--- src/rtl/lcd_inst_pkg.sv ---
// ASCII byte constants shared by the text-emitting blocks.
// Only the characters the motor frame needs are kept here.
package lcd_inst_pkg;

    localparam logic [7:0] _OPEN_BRACE   = 8'h7B;
    localparam logic [7:0] _CLOSE_BRACE  = 8'h7D;
    localparam logic [7:0] _DOUBLE_QUOTE = 8'h22;
    localparam logic [7:0] _T            = 8'h54;
    localparam logic [7:0] _L            = 8'h4C;
    localparam logic [7:0] _R            = 8'h52;
    localparam logic [7:0] _COLON        = 8'h3A;
    localparam logic [7:0] _COMMA        = 8'h2C;
    localparam logic [7:0] _PERIOD       = 8'h2E;
    localparam logic [7:0] _MINUS        = 8'h2D;
    localparam logic [7:0] _NEWLINE      = 8'h0A;
    localparam logic [7:0] _0            = 8'h30;
    localparam logic [7:0] _1            = 8'h31;

endpackage

--- src/rtl/motor_cmd_pkg.sv ---
// Shared types and frame geometry for the motor command scheduler.
// Frame: {"T":1,"L":<s>0.<d>,"R":<s>0.<d>}\n
package motor_cmd_pkg;

    import lcd_inst_pkg::*;

    localparam int SPD_W         = 5;
    localparam int FRAME_MIN_LEN = 24;
    localparam int FRAME_MAX_LEN = 26;
    localparam int FRAME_IDX_W   = $clog2(FRAME_MAX_LEN);
    localparam int PREFIX_LEN    = 11;
    localparam int SEC_LEN       = 3;
    localparam int MID_LEN       = 5;

    typedef enum logic [1:0] {
        ST_IDLE,
        ST_SEND,
        ST_GAP
    } state_t;

    typedef struct packed {
        logic signed [SPD_W-1:0] l;
        logic signed [SPD_W-1:0] r;
    } wheel_cmd_t;

    typedef logic [FRAME_IDX_W-1:0] fidx_t;

    // Widen by one bit first so the most negative code negates cleanly.
    function automatic logic [3:0] clamp_mag(input logic signed [SPD_W-1:0] v);
        logic signed [SPD_W:0] e;
        e = {v[SPD_W-1], v};
        if (e[SPD_W]) begin
            e = -e;
        end
        return (e > (SPD_W+1)'(9)) ? 4'd9 : e[3:0];
    endfunction

    function automatic logic [7:0] sec_byte(
        input logic       neg,
        input fidx_t      rel,
        input logic [3:0] mag
    );
        fidx_t k;
        k = neg ? rel : rel + fidx_t'(1);
        case (k)
            fidx_t'(0): return _MINUS;
            fidx_t'(1): return _0;
            fidx_t'(2): return _PERIOD;
            default:    return _0 + {4'd0, mag};
        endcase
    endfunction

endpackage

--- src/rtl/motor_json_fmt.sv ---
// Combinational byte generator for one T:1 wheel-speed frame.
// Section positions shift right by one for each negative wheel.
module motor_json_fmt
    import lcd_inst_pkg::*;
    import motor_cmd_pkg::*;
(
    input  wheel_cmd_t  i_cmd,
    input  fidx_t       i_idx,
    output logic [7:0]  o_byte,
    output logic        o_last
);

    logic       w_nl;
    logic       w_nr;
    logic [3:0] w_ml;
    logic [3:0] w_mr;
    fidx_t      w_l_end;
    fidx_t      w_r_start;
    fidx_t      w_r_end;

    function automatic logic [7:0] prefix_byte(input fidx_t k);
        case (k)
            fidx_t'(0): return _OPEN_BRACE;
            fidx_t'(1): return _DOUBLE_QUOTE;
            fidx_t'(2): return _T;
            fidx_t'(3): return _DOUBLE_QUOTE;
            fidx_t'(4): return _COLON;
            fidx_t'(5): return _1;
            fidx_t'(6): return _COMMA;
            fidx_t'(7): return _DOUBLE_QUOTE;
            fidx_t'(8): return _L;
            fidx_t'(9): return _DOUBLE_QUOTE;
            default:    return _COLON;
        endcase
    endfunction

    function automatic logic [7:0] mid_byte(input fidx_t k);
        case (k)
            fidx_t'(0): return _COMMA;
            fidx_t'(1): return _DOUBLE_QUOTE;
            fidx_t'(2): return _R;
            fidx_t'(3): return _DOUBLE_QUOTE;
            default:    return _COLON;
        endcase
    endfunction

    assign w_nl = i_cmd.l[SPD_W-1];
    assign w_nr = i_cmd.r[SPD_W-1];
    assign w_ml = clamp_mag(i_cmd.l);
    assign w_mr = clamp_mag(i_cmd.r);

    assign w_l_end   = fidx_t'(PREFIX_LEN + SEC_LEN) + fidx_t'(w_nl);
    assign w_r_start = w_l_end + fidx_t'(MID_LEN);
    assign w_r_end   = fidx_t'(FRAME_MIN_LEN - 2) + fidx_t'(w_nl) + fidx_t'(w_nr);

    assign o_last = (i_idx == w_r_end + fidx_t'(1));

    always_comb begin
        o_byte = _NEWLINE;
        if (i_idx < fidx_t'(PREFIX_LEN)) begin
            o_byte = prefix_byte(i_idx);
        end else if (i_idx < w_l_end) begin
            o_byte = sec_byte(w_nl, i_idx - fidx_t'(PREFIX_LEN), w_ml);
        end else if (i_idx < w_r_start) begin
            o_byte = mid_byte(i_idx - w_l_end);
        end else if (i_idx < w_r_end) begin
            o_byte = sec_byte(w_nr, i_idx - w_r_start, w_mr);
        end else if (i_idx == w_r_end) begin
            o_byte = _CLOSE_BRACE;
        end
    end

endmodule

--- src/rtl/motor_cmd_scheduler.sv ---
// Fixed-priority wheel command arbiter feeding one UART byte stream.
// Drops repeats of the last frame and re-sends it as a heartbeat.
module motor_cmd_scheduler
    import motor_cmd_pkg::*;
#(
    parameter int N_REQ         = 3,
    parameter int HEARTBEAT_CYC = 25_000_000,
    parameter int GAP_CYC       = 1_000
) (
    input  logic                   i_clk,
    input  logic                   i_rst,
    input  logic [N_REQ-1:0]       i_req,
    input  logic [N_REQ*SPD_W-1:0] i_req_l,
    input  logic [N_REQ*SPD_W-1:0] i_req_r,
    output logic [N_REQ-1:0]       o_grant,
    output logic [7:0]             o_tx_data,
    output logic                   o_tx_valid,
    input  logic                   i_tx_ready,
    output logic                   o_busy
);

    localparam int HB_W  = $clog2(HEARTBEAT_CYC + 1);
    localparam int GAP_W = $clog2(GAP_CYC + 1);
    localparam logic [HB_W-1:0]  HB_LAST  = HB_W'(HEARTBEAT_CYC - 1);
    localparam logic [GAP_W-1:0] GAP_LAST = GAP_W'(GAP_CYC - 1);

    state_t           r_state;
    state_t           w_next;
    wheel_cmd_t       r_cmd;
    wheel_cmd_t       r_last;
    wheel_cmd_t       w_win_cmd;
    fidx_t            r_idx;
    logic [HB_W-1:0]  r_hb_cnt;
    logic [GAP_W-1:0] r_gap_cnt;
    logic [N_REQ-1:0] w_win_oh;
    logic [7:0]       w_byte;
    logic             w_byte_last;
    logic             w_any_req;
    logic             w_hb_exp;
    logic             w_dup;
    logic             w_xfer;
    logic             w_gap_done;
    logic             w_start;

    // Two's-complement trick isolates the lowest set request bit.
    assign w_any_req  = |i_req;
    assign w_win_oh   = i_req & (~i_req + N_REQ'(1));
    assign w_hb_exp   = (r_hb_cnt == HB_LAST);
    assign w_dup      = (w_win_cmd == r_last) && !w_hb_exp;
    assign w_xfer     = (r_state == ST_SEND) && i_tx_ready;
    assign w_gap_done = (r_gap_cnt == GAP_LAST);
    assign w_start    = (r_state == ST_IDLE) && (w_next == ST_SEND);

    always_comb begin
        w_win_cmd = '0;
        for (int i = 0; i < N_REQ; i++) begin
            if (w_win_oh[i]) begin
                w_win_cmd.l = i_req_l[i*SPD_W +: SPD_W];
                w_win_cmd.r = i_req_r[i*SPD_W +: SPD_W];
            end
        end
    end

    motor_json_fmt u_fmt (
        .i_cmd  (r_cmd),
        .i_idx  (r_idx),
        .o_byte (w_byte),
        .o_last (w_byte_last)
    );

    always_ff @(posedge i_clk) begin
        if (i_rst) begin
            r_state <= ST_IDLE;
        end else begin
            r_state <= w_next;
        end
    end

    always_comb begin
        w_next = r_state;
        case (r_state)
            ST_IDLE: begin
                if (w_any_req) begin
                    if (!w_dup) begin
                        w_next = ST_SEND;
                    end
                end else if (w_hb_exp) begin
                    w_next = ST_SEND;
                end
            end
            ST_SEND: begin
                if (w_xfer && w_byte_last) begin
                    w_next = ST_GAP;
                end
            end
            ST_GAP: begin
                if (w_gap_done) begin
                    w_next = ST_IDLE;
                end
            end
            default: w_next = ST_IDLE;
        endcase
    end

    always_ff @(posedge i_clk) begin
        if (i_rst) begin
            r_cmd     <= '0;
            r_last    <= '0;
            r_idx     <= '0;
            r_hb_cnt  <= '0;
            r_gap_cnt <= '0;
        end else begin
            case (r_state)
                ST_IDLE: begin
                    if (w_start) begin
                        r_hb_cnt <= '0;
                        r_idx    <= '0;
                        r_cmd    <= w_any_req ? w_win_cmd : r_last;
                    end else if (!w_hb_exp) begin
                        r_hb_cnt <= r_hb_cnt + HB_W'(1);
                    end
                end
                ST_SEND: begin
                    if (w_xfer) begin
                        r_idx <= r_idx + fidx_t'(1);
                        if (w_byte_last) begin
                            r_last    <= r_cmd;
                            r_gap_cnt <= '0;
                        end
                    end
                end
                ST_GAP: begin
                    if (!w_gap_done) begin
                        r_gap_cnt <= r_gap_cnt + GAP_W'(1);
                    end
                end
                default: ;
            endcase
        end
    end

    // Outputs are masked during reset so no byte leaks out of an abandoned frame.
    always_comb begin
        o_grant    = '0;
        o_tx_valid = 1'b0;
        o_tx_data  = '0;
        o_busy     = 1'b0;
        if (!i_rst) begin
            case (r_state)
                ST_IDLE: o_grant = w_win_oh;
                ST_SEND: begin
                    o_tx_valid = 1'b1;
                    o_tx_data  = w_byte;
                    o_busy     = 1'b1;
                end
                ST_GAP:  o_busy = 1'b1;
                default: ;
            endcase
        end
    end

endmodule
--- config.mk ---
export PLATFORM = sky130hd
export DESIGN_NAME = motor_cmd_scheduler
export DESIGN_NICKNAME = d
export VERILOG_FILES = /design/src/rtl/lcd_inst_pkg.sv /design/src/rtl/motor_cmd_pkg.sv /design/src/rtl/motor_json_fmt.sv /design/src/rtl/motor_cmd_scheduler.sv
export SDC_FILE = /design/constraint.sdc
export NUM_CORES = 1
export LEC_CHECK = 0
export CORE_MARGIN = 1.5
export CORE_UTILIZATION = 53
export DETAILED_ROUTE_END_ITERATION = 8
export PLACE_DENSITY_LB_ADDON = 0.25
export SLEW_MARGIN = 20
export SYNTH_ARGS = -nofsm -noshare
export SYNTH_HDL_FRONTEND = slang
export SYNTH_SLANG_ARGS = --single-unit
--- constraint.sdc ---
create_clock -name i_clk -period 4.4 [get_ports i_clk]
set_clock_uncertainty 0.2 [all_clocks]
set_input_delay 0.88 -clock i_clk [delete_from_list [all_inputs] [get_ports i_clk]]
set_output_delay 0.88 -clock i_clk [all_outputs]
set_load 0.005 [all_outputs]
Yosys cells after proc, flatten, opt, wreduce, memory -nomap -nowiden
Memory sizes are Yosys's and may differ from the RTL's. A register that Yosys moved wholly into a read port is not among the register bits.
Cells that the tools add are included.
- flip-flop bits (word level): 62
- bits in read-only memories: 112
- input port bits: 36
- output and inout port bits: 13
- logic and storage cells: 118
- memories: 1
- $add $sub $neg: 18
- $lt $le $gt $ge: 6
- eq/ne operators: 20
- multiplexer cells: 44
- bitwise operators: 2
- reduce and logical (&&, ||, !) cells: 19
- memory list (memory ; depth ; bits a word ; read ports ; clocked after memory_dff ; wr ports ; RTL line ; RTL):
    (no name shown) ; 16 ; 7 ; 1 ; 1 ; 0 ; motor_json_fmt.sv:22 ; case (k)
- operators with widths (operator ; count):
    2-to-1 mux 10 bit ; 7
    2-to-1 mux 8 bit ; 7
    2-to-1 mux 25 bit ; 2
    one-hot mux 8 bit (3 select lines) ; 2
    adder 25 x 1 -> 25 bit (second input constant) ; 1
    == test 25 bit (second input constant) ; 1
    one-hot mux 7 bit (3 select lines) ; 1
    adder 5 x 1 -> 5 bit (second input constant) ; 4
    == test 5 x 2 -> 1 bit (second input constant) ; 4
    2-to-1 mux 5 bit ; 4
    one-hot mux 10 bit (2 select lines) ; 1
    2-to-1 mux 4 bit ; 4
    == test 5 x 1 -> 1 bit (second input constant) ; 3
    logical NOT 5 bit ; 3
    < comparator 5 bit ; 3
    adder 6 x 4 -> 7 bit (first input constant) ; 2
    greater-than comparator 6 x 5 -> 1 bit (second input constant) ; 2
    2-to-1 mux 6 bit ; 2
    negator 5 -> 6 bit ; 2
    adder 10 x 1 -> 10 bit (second input constant) ; 1
    == test 10 bit ; 1
    == test 10 bit (second input constant) ; 1
    == test 5 bit ; 2
    2-to-1 mux 2 bit ; 5
    28 further kinds ; 44

Depth between registers and ports, before layout
- depth after elaboration: 17
- depth in mapped cells: 16
- gate-level depth less buffers: 15

By module
A second synthesis with hierarchy kept.
- cell total of the unflattened synthesis: 681
- area total of the unflattened synthesis: 5077.4 um^2
- modules (own cells, without submodules) (module ; instances ; cells each ; area each (um^2) ; sequential area each (um^2)):
    motor_cmd_scheduler ; 1 ; 457 ; 3607.2 ; 1241.2
    motor_json_fmt ; 1 ; 224 ; 1470.2 ; 0.0

Worst setup path before layout
No wires, ideal clock.
- kind: register to output
- from: reg r_cmd[9] in the netlist's numbering
- to: out o_tx_data[2]
- arrival time: 3.195 ns
- slack: 0.125 ns
- cell stages (with the launch flop): 16
- buffers on the path: 1
- cell sequence: dfxtp_1 -> clkbuf_1 -> inv_1 -> ha_1 -> fa_1 -> inv_1 -> ha_1 -> nand2b_1 -> nor3_1 -> a21o_1 -> and4_1 -> nor2_1 -> nor2b_1 -> a32o_1 -> a21bo_2 -> a31oi_1
- cells in the longest elaborated chain, start to end: 13
- elaborated cells between the ends (all ways): 39
- RTL lines (item ; RTL line ; RTL):
    start, declared ; motor_cmd_scheduler.sv:29 ; wheel_cmd_t r_cmd;
    start signal, assigned ; motor_cmd_scheduler.sv:118 ; r_cmd <= w_any_req ? w_win_cmd : r_last;
    adder 4 x 1 -> 5 bit ; motor_json_fmt.sv:52 ; assign w_l_end = fidx_t'(PREFIX_LEN + SEC_LEN) + fidx_t'(w_nl);
    adder 5 x 3 -> 5 bit ; motor_json_fmt.sv:53 ; assign w_r_start = w_l_end + fidx_t'(MID_LEN);
    subtractor 5 bit ; motor_json_fmt.sv:67 ; o_byte = sec_byte(w_nr, i_idx - w_r_start, w_mr);
    adder 5 x 1 -> 5 bit ; motor_cmd_pkg.sv:44 ; k = neg ? rel : rel + fidx_t'(1);
    2-to-1 mux 5 bit ; motor_cmd_pkg.sv:44 ;
    == test 5 x 2 -> 1 bit, or another cell as far along ; motor_cmd_pkg.sv:45 ; case (k)
    one-hot mux 8 bit (3 select lines) ; motor_cmd_pkg.sv:45 ;
    2-to-1 mux 8 bit ; motor_json_fmt.sv:66 ; end else if (i_idx < w_r_end) begin
    2-to-1 mux 8 bit ; motor_json_fmt.sv:64 ; end else if (i_idx < w_r_start) begin
    2-to-1 mux 8 bit (*) ; motor_json_fmt.sv:62 ; end else if (i_idx < w_l_end) begin
    2-to-1 mux 8 bit (*) ; motor_json_fmt.sv:60 ; if (i_idx < fidx_t'(PREFIX_LEN)) begin
    2-to-1 mux 8 bit (*) ; motor_cmd_scheduler.sv:149 ; case (r_state)
    2-to-1 mux 8 bit (*) ; motor_cmd_scheduler.sv:148 ; if (!i_rst) begin
    end, declared ; motor_cmd_scheduler.sv:16 ; output logic [7:0] o_tx_data,
Every way passes the cells marked *; elsewhere a longest branch is shown, timed or not.

Worst setup path in the final report
- from: reg r_idx[0]
- to: out o_tx_data[1]
- cells in the longest elaborated chain, start to end: 11
- elaborated cells between the ends (all ways): 33
- RTL lines (item ; RTL line ; RTL):
    start, declared ; motor_cmd_scheduler.sv:32 ; fidx_t r_idx;
    start signal, assigned ; motor_cmd_scheduler.sv:125 ; r_idx <= r_idx + fidx_t'(1);
    subtractor 5 bit ; motor_json_fmt.sv:67 ;
    adder 5 x 1 -> 5 bit ; motor_cmd_pkg.sv:44 ;
    2-to-1 mux 5 bit ; motor_cmd_pkg.sv:44 ;
    == test 5 x 2 -> 1 bit, or another cell as far along ; motor_cmd_pkg.sv:45 ;
    one-hot mux 8 bit (3 select lines) ; motor_cmd_pkg.sv:45 ;
    2-to-1 mux 8 bit ; motor_json_fmt.sv:66 ;
    2-to-1 mux 8 bit ; motor_json_fmt.sv:64 ;
    2-to-1 mux 8 bit ; motor_json_fmt.sv:62 ;
    2-to-1 mux 8 bit (*) ; motor_json_fmt.sv:60 ;
    2-to-1 mux 8 bit (*) ; motor_cmd_scheduler.sv:149 ;
    2-to-1 mux 8 bit (*) ; motor_cmd_scheduler.sv:148 ;
Marks and branches as above.

==> reports/results.ini <==
[status]
outcome=completed

[clock_tree]
cts-root-buf=clkbuf_8
clk_pin_slew_worst_paths_ns=0.08
hold_buffers=0
clk_latency_ns=0.35
numCtsBuffers=9
cts.path.max_buffers=2
cts_tree=done
clock-sinks=69
h-tree-depth=3

[placed_design]
hpwlAfterDp_um=10800
portBuffers=47
gp_congestion=0.911

[logic_synthesis]
synth_edf_count=0
synth_seq_cells=69
synth.top_cells.by_area=dfxtp_1, ha_1, nor2_1
synthArstFlopShare_pct=0
synth_top_cell_by_area=dfxtp_1
synth_seq_area_share_pct=25.9
netlist_area_sq_um=5330
syn-num-nets=772
ys_types=79
avgSynthCellArea_sq_um=7.53
yosysWarningCount=0
syn_inst=708
synth_top_flop_cell=dfxtp_1
synth_top_area_share_pct=25.9

[route]
routed_wl_um=14400
vias=5438
detail-route-antenna-nets=0
drt_drc_violations_left=0
wire_per_inst_um=15.9
drt-vias-per-instance=6.00
firstDrtPassIters=5
dr.first_iter.drc_count=315

[hold_path]
hp-class=reg -> reg

[sta]
tightest_slew_ns=0.573
slew_headroom_pct=61.5
whs_ns=0.287
hold_viol_final=0
slew_violations=0
rsz0062_at_grt=true
setup_viol=0
fin_crit_sh_pct=99.6
min_period_ns=4.38
fmax_mhz=228

[global_route]
grt_use_met2_pct=47.8
grt_max_degree=30
grt_pass1_vias=4964
overflow=0
antenna_found_initial=0
top_usage_layer=met2
grt_use_met1_pct=36.1
grt_pass1_wl_um=23400
gr-usage-met3_pct=3.76
grt_util_all_layers_pct=27.6

[pwr]
power_density_nw_per_um2=255
intPower_w=0.00110
switchingPower_w=0.000524
seqPwrFrac_pct=41.0
irDropWorstVdd_mv=0.157
switching_share_pct=32.3
combPwrFrac_pct=26.6
leakage_nw=2.38
p_clk_share_pct=32.4

[critical_path]
crit_type=reg -> out
end_kind=output port
cp.arrival_ns=3.30
crit_required_ns=3.32
start_kind=register
worstPathMaxFanout=4

[floorplan]
start_util_pct=54.6
pin_count=49
rows=36
dieArea_sq_um=10700
die_y_um=103
dieWidth_um=103
coreArea_sq_um=9770

[cells_and_area]
drive_above_1_share_pct=12.0
area_growth_pct=19.4
antennaDiodeCount=0
nets=832
post-route-util_pct=65.2

[job]
cap_violations=0

## cell usage after synthesis (all sizes together), types with 7 or more instances
library cell and count:
buf 11, dfxtp 69, nand4 11, nor2 78, clkbuf 27, nand2b 8, and4 7, and3 9
xnor2 25, or3 11, o21ai 44, ha 27, nand3b 8, a21oi 49, a211oi 14, nand2 63
nor3 20, mux2i 15, inv 36, nand3 22, nor2b 18, xor2 14, a31oi 9
## metal layers
metal | wire length [um] | vias to the layer above
met5 | 0 | -
met4 | 208 | 0
met3 | 701 | 24
met2 | 6880 | 158
met1 | 6640 | 2569
li1 | - | 2687
## power groups by stage
stage	combinational (W)	clock, W	sequential (W)
2_1_floorplan	0.000269	0	0.000667
3_3_place_gp	0.000394	0	0.000678
3_5_place_dp	0.000407	0	0.000679
4_1_cts	0.000417	0.000535	0.000665
5_1_grt	0.000472	0.000557	0.000669
6_report	0.000432	0.000526	0.000666
## layout by cell type, fill, tap and decap left out, types with 4 or more instances in the layout
cell | netlist | final
or3_1 | 11 | 11
nand2b_1 | 8 | 8
nor2_1 | 78 | 77
xnor2_1 | 25 | 25
o22ai_1 | 5 | 5
a2bb2oi_1 | 4 | 4
a211oi_1 | 13 | 12
buf_4 | 1 | 38
clkdlybuf4s50_1 | 0 | 42
and2_1 | 4 | 4
o31ai_1 | 5 | 4
xor2_1 | 14 | 14
o21ai_0 | 42 | 41
a21oi_1 | 49 | 47
dfxtp_1 | 69 | 66
nand3b_1 | 8 | 8
nor3_1 | 20 | 19
o211ai_1 | 5 | 5
a21o_1 | 5 | 5
nand4b_1 | 4 | 4
nand4_1 | 11 | 11
nand2_1 | 63 | 63
and3_1 | 9 | 9
o21a_1 | 5 | 5
a31oi_1 | 9 | 9
ha_1 | 27 | 25
nor4b_1 | 4 | 4
clkbuf_8 | 0 | 9
and4_1 | 7 | 6
inv_1 | 34 | 32
nor2b_1 | 18 | 18
a221oi_1 | 5 | 5
mux2i_1 | 15 | 15
nand3_1 | 21 | 21
## cells by family after synthesis
| family | Yosys count | share of synthesized area [%] |
|---|---|---|
| compound gates | 194 | 24.3 |
| xor+xnor | 39 | 6.41 |
| fa+ha+maj | 28 | 6.71 |
| buf+inv | 76 | 5.96 |
| flops | 69 | 25.9 |
| mux | 17 | 3.24 |
| other cells | 1 | 0.0703 |
| simple gates | 284 | 27.4 |
## cell type report
class	count	area [sq um]
clock buffers	9	124
clock inverters	7	73.8
fillers	897	3410
inverters	38	145
multi-input cells	563	3710
flip-flops and latches	69	1390
well taps	133	166
repair buffers	87	766
## worst max-delay path, stage by stage (launching register included)
cell	delay, ns
dfxtp_2	0.36
inv_4	0.06
ha_4	0.16
fa_1	0.50
inv_1	0.08
ha_1	0.13
nand2b_1	0.11
nor3_2	0.16
a21o_1	0.10
and4_4	0.25
nor2_4	0.05
buf_4	0.14
o22a_1	0.21
o31ai_2	0.23
a32oi_1	0.14
nor2_1	0.13
buf_2	0.13
## path summary, 6_finish.rpt
kind                                  from                       end  slack, ns  cells after the start
setup / recovery     r_idx[0]$_SDFFE_PP0P_              o_tx_data[1]       0.02                     16
hold / removal    r_hb_cnt[1]$_SDFFE_PP0P_  r_hb_cnt[1]$_SDFFE_PP0P_       0.29                      2
setup reg to reg     r_cmd[4]$_SDFFE_PP0P_                  register       0.62                     15
hold reg to reg   r_hb_cnt[1]$_SDFFE_PP0P_  r_hb_cnt[1]$_SDFFE_PP0P_       0.29                      2
## metrics by stage
step | setup slack (ns) | std cells | total power [W] | setup TNS [ns] | area [sq um]
6_report | 0.0185 | 906 | 0.00162 | 0 | 6370
5_1_grt | -0.0784 | 906 | 0.00170 | -0.148 | 6370
4_1_cts | 0.00249 | 903 | 0.00162 | 0 | 6340
3_5_place_dp | -0.113 | 887 | 0.00109 | -0.252 | 6080
3_3_place_gp | -0.00331 | 887 | 0.00107 | -0.00331 | 6080
2_1_floorplan | 0.125 | 708 | 0.000936 | 0 | 5330
## repair_timing
item	in CTS	in global routing
endpoints found under the setup margin	5	7
endpoints found under the hold margin	0	0
pin swaps	7	5
buffers inserted	0	3
gates resized for setup	26	11
Power figures use the tool's default switching activity.
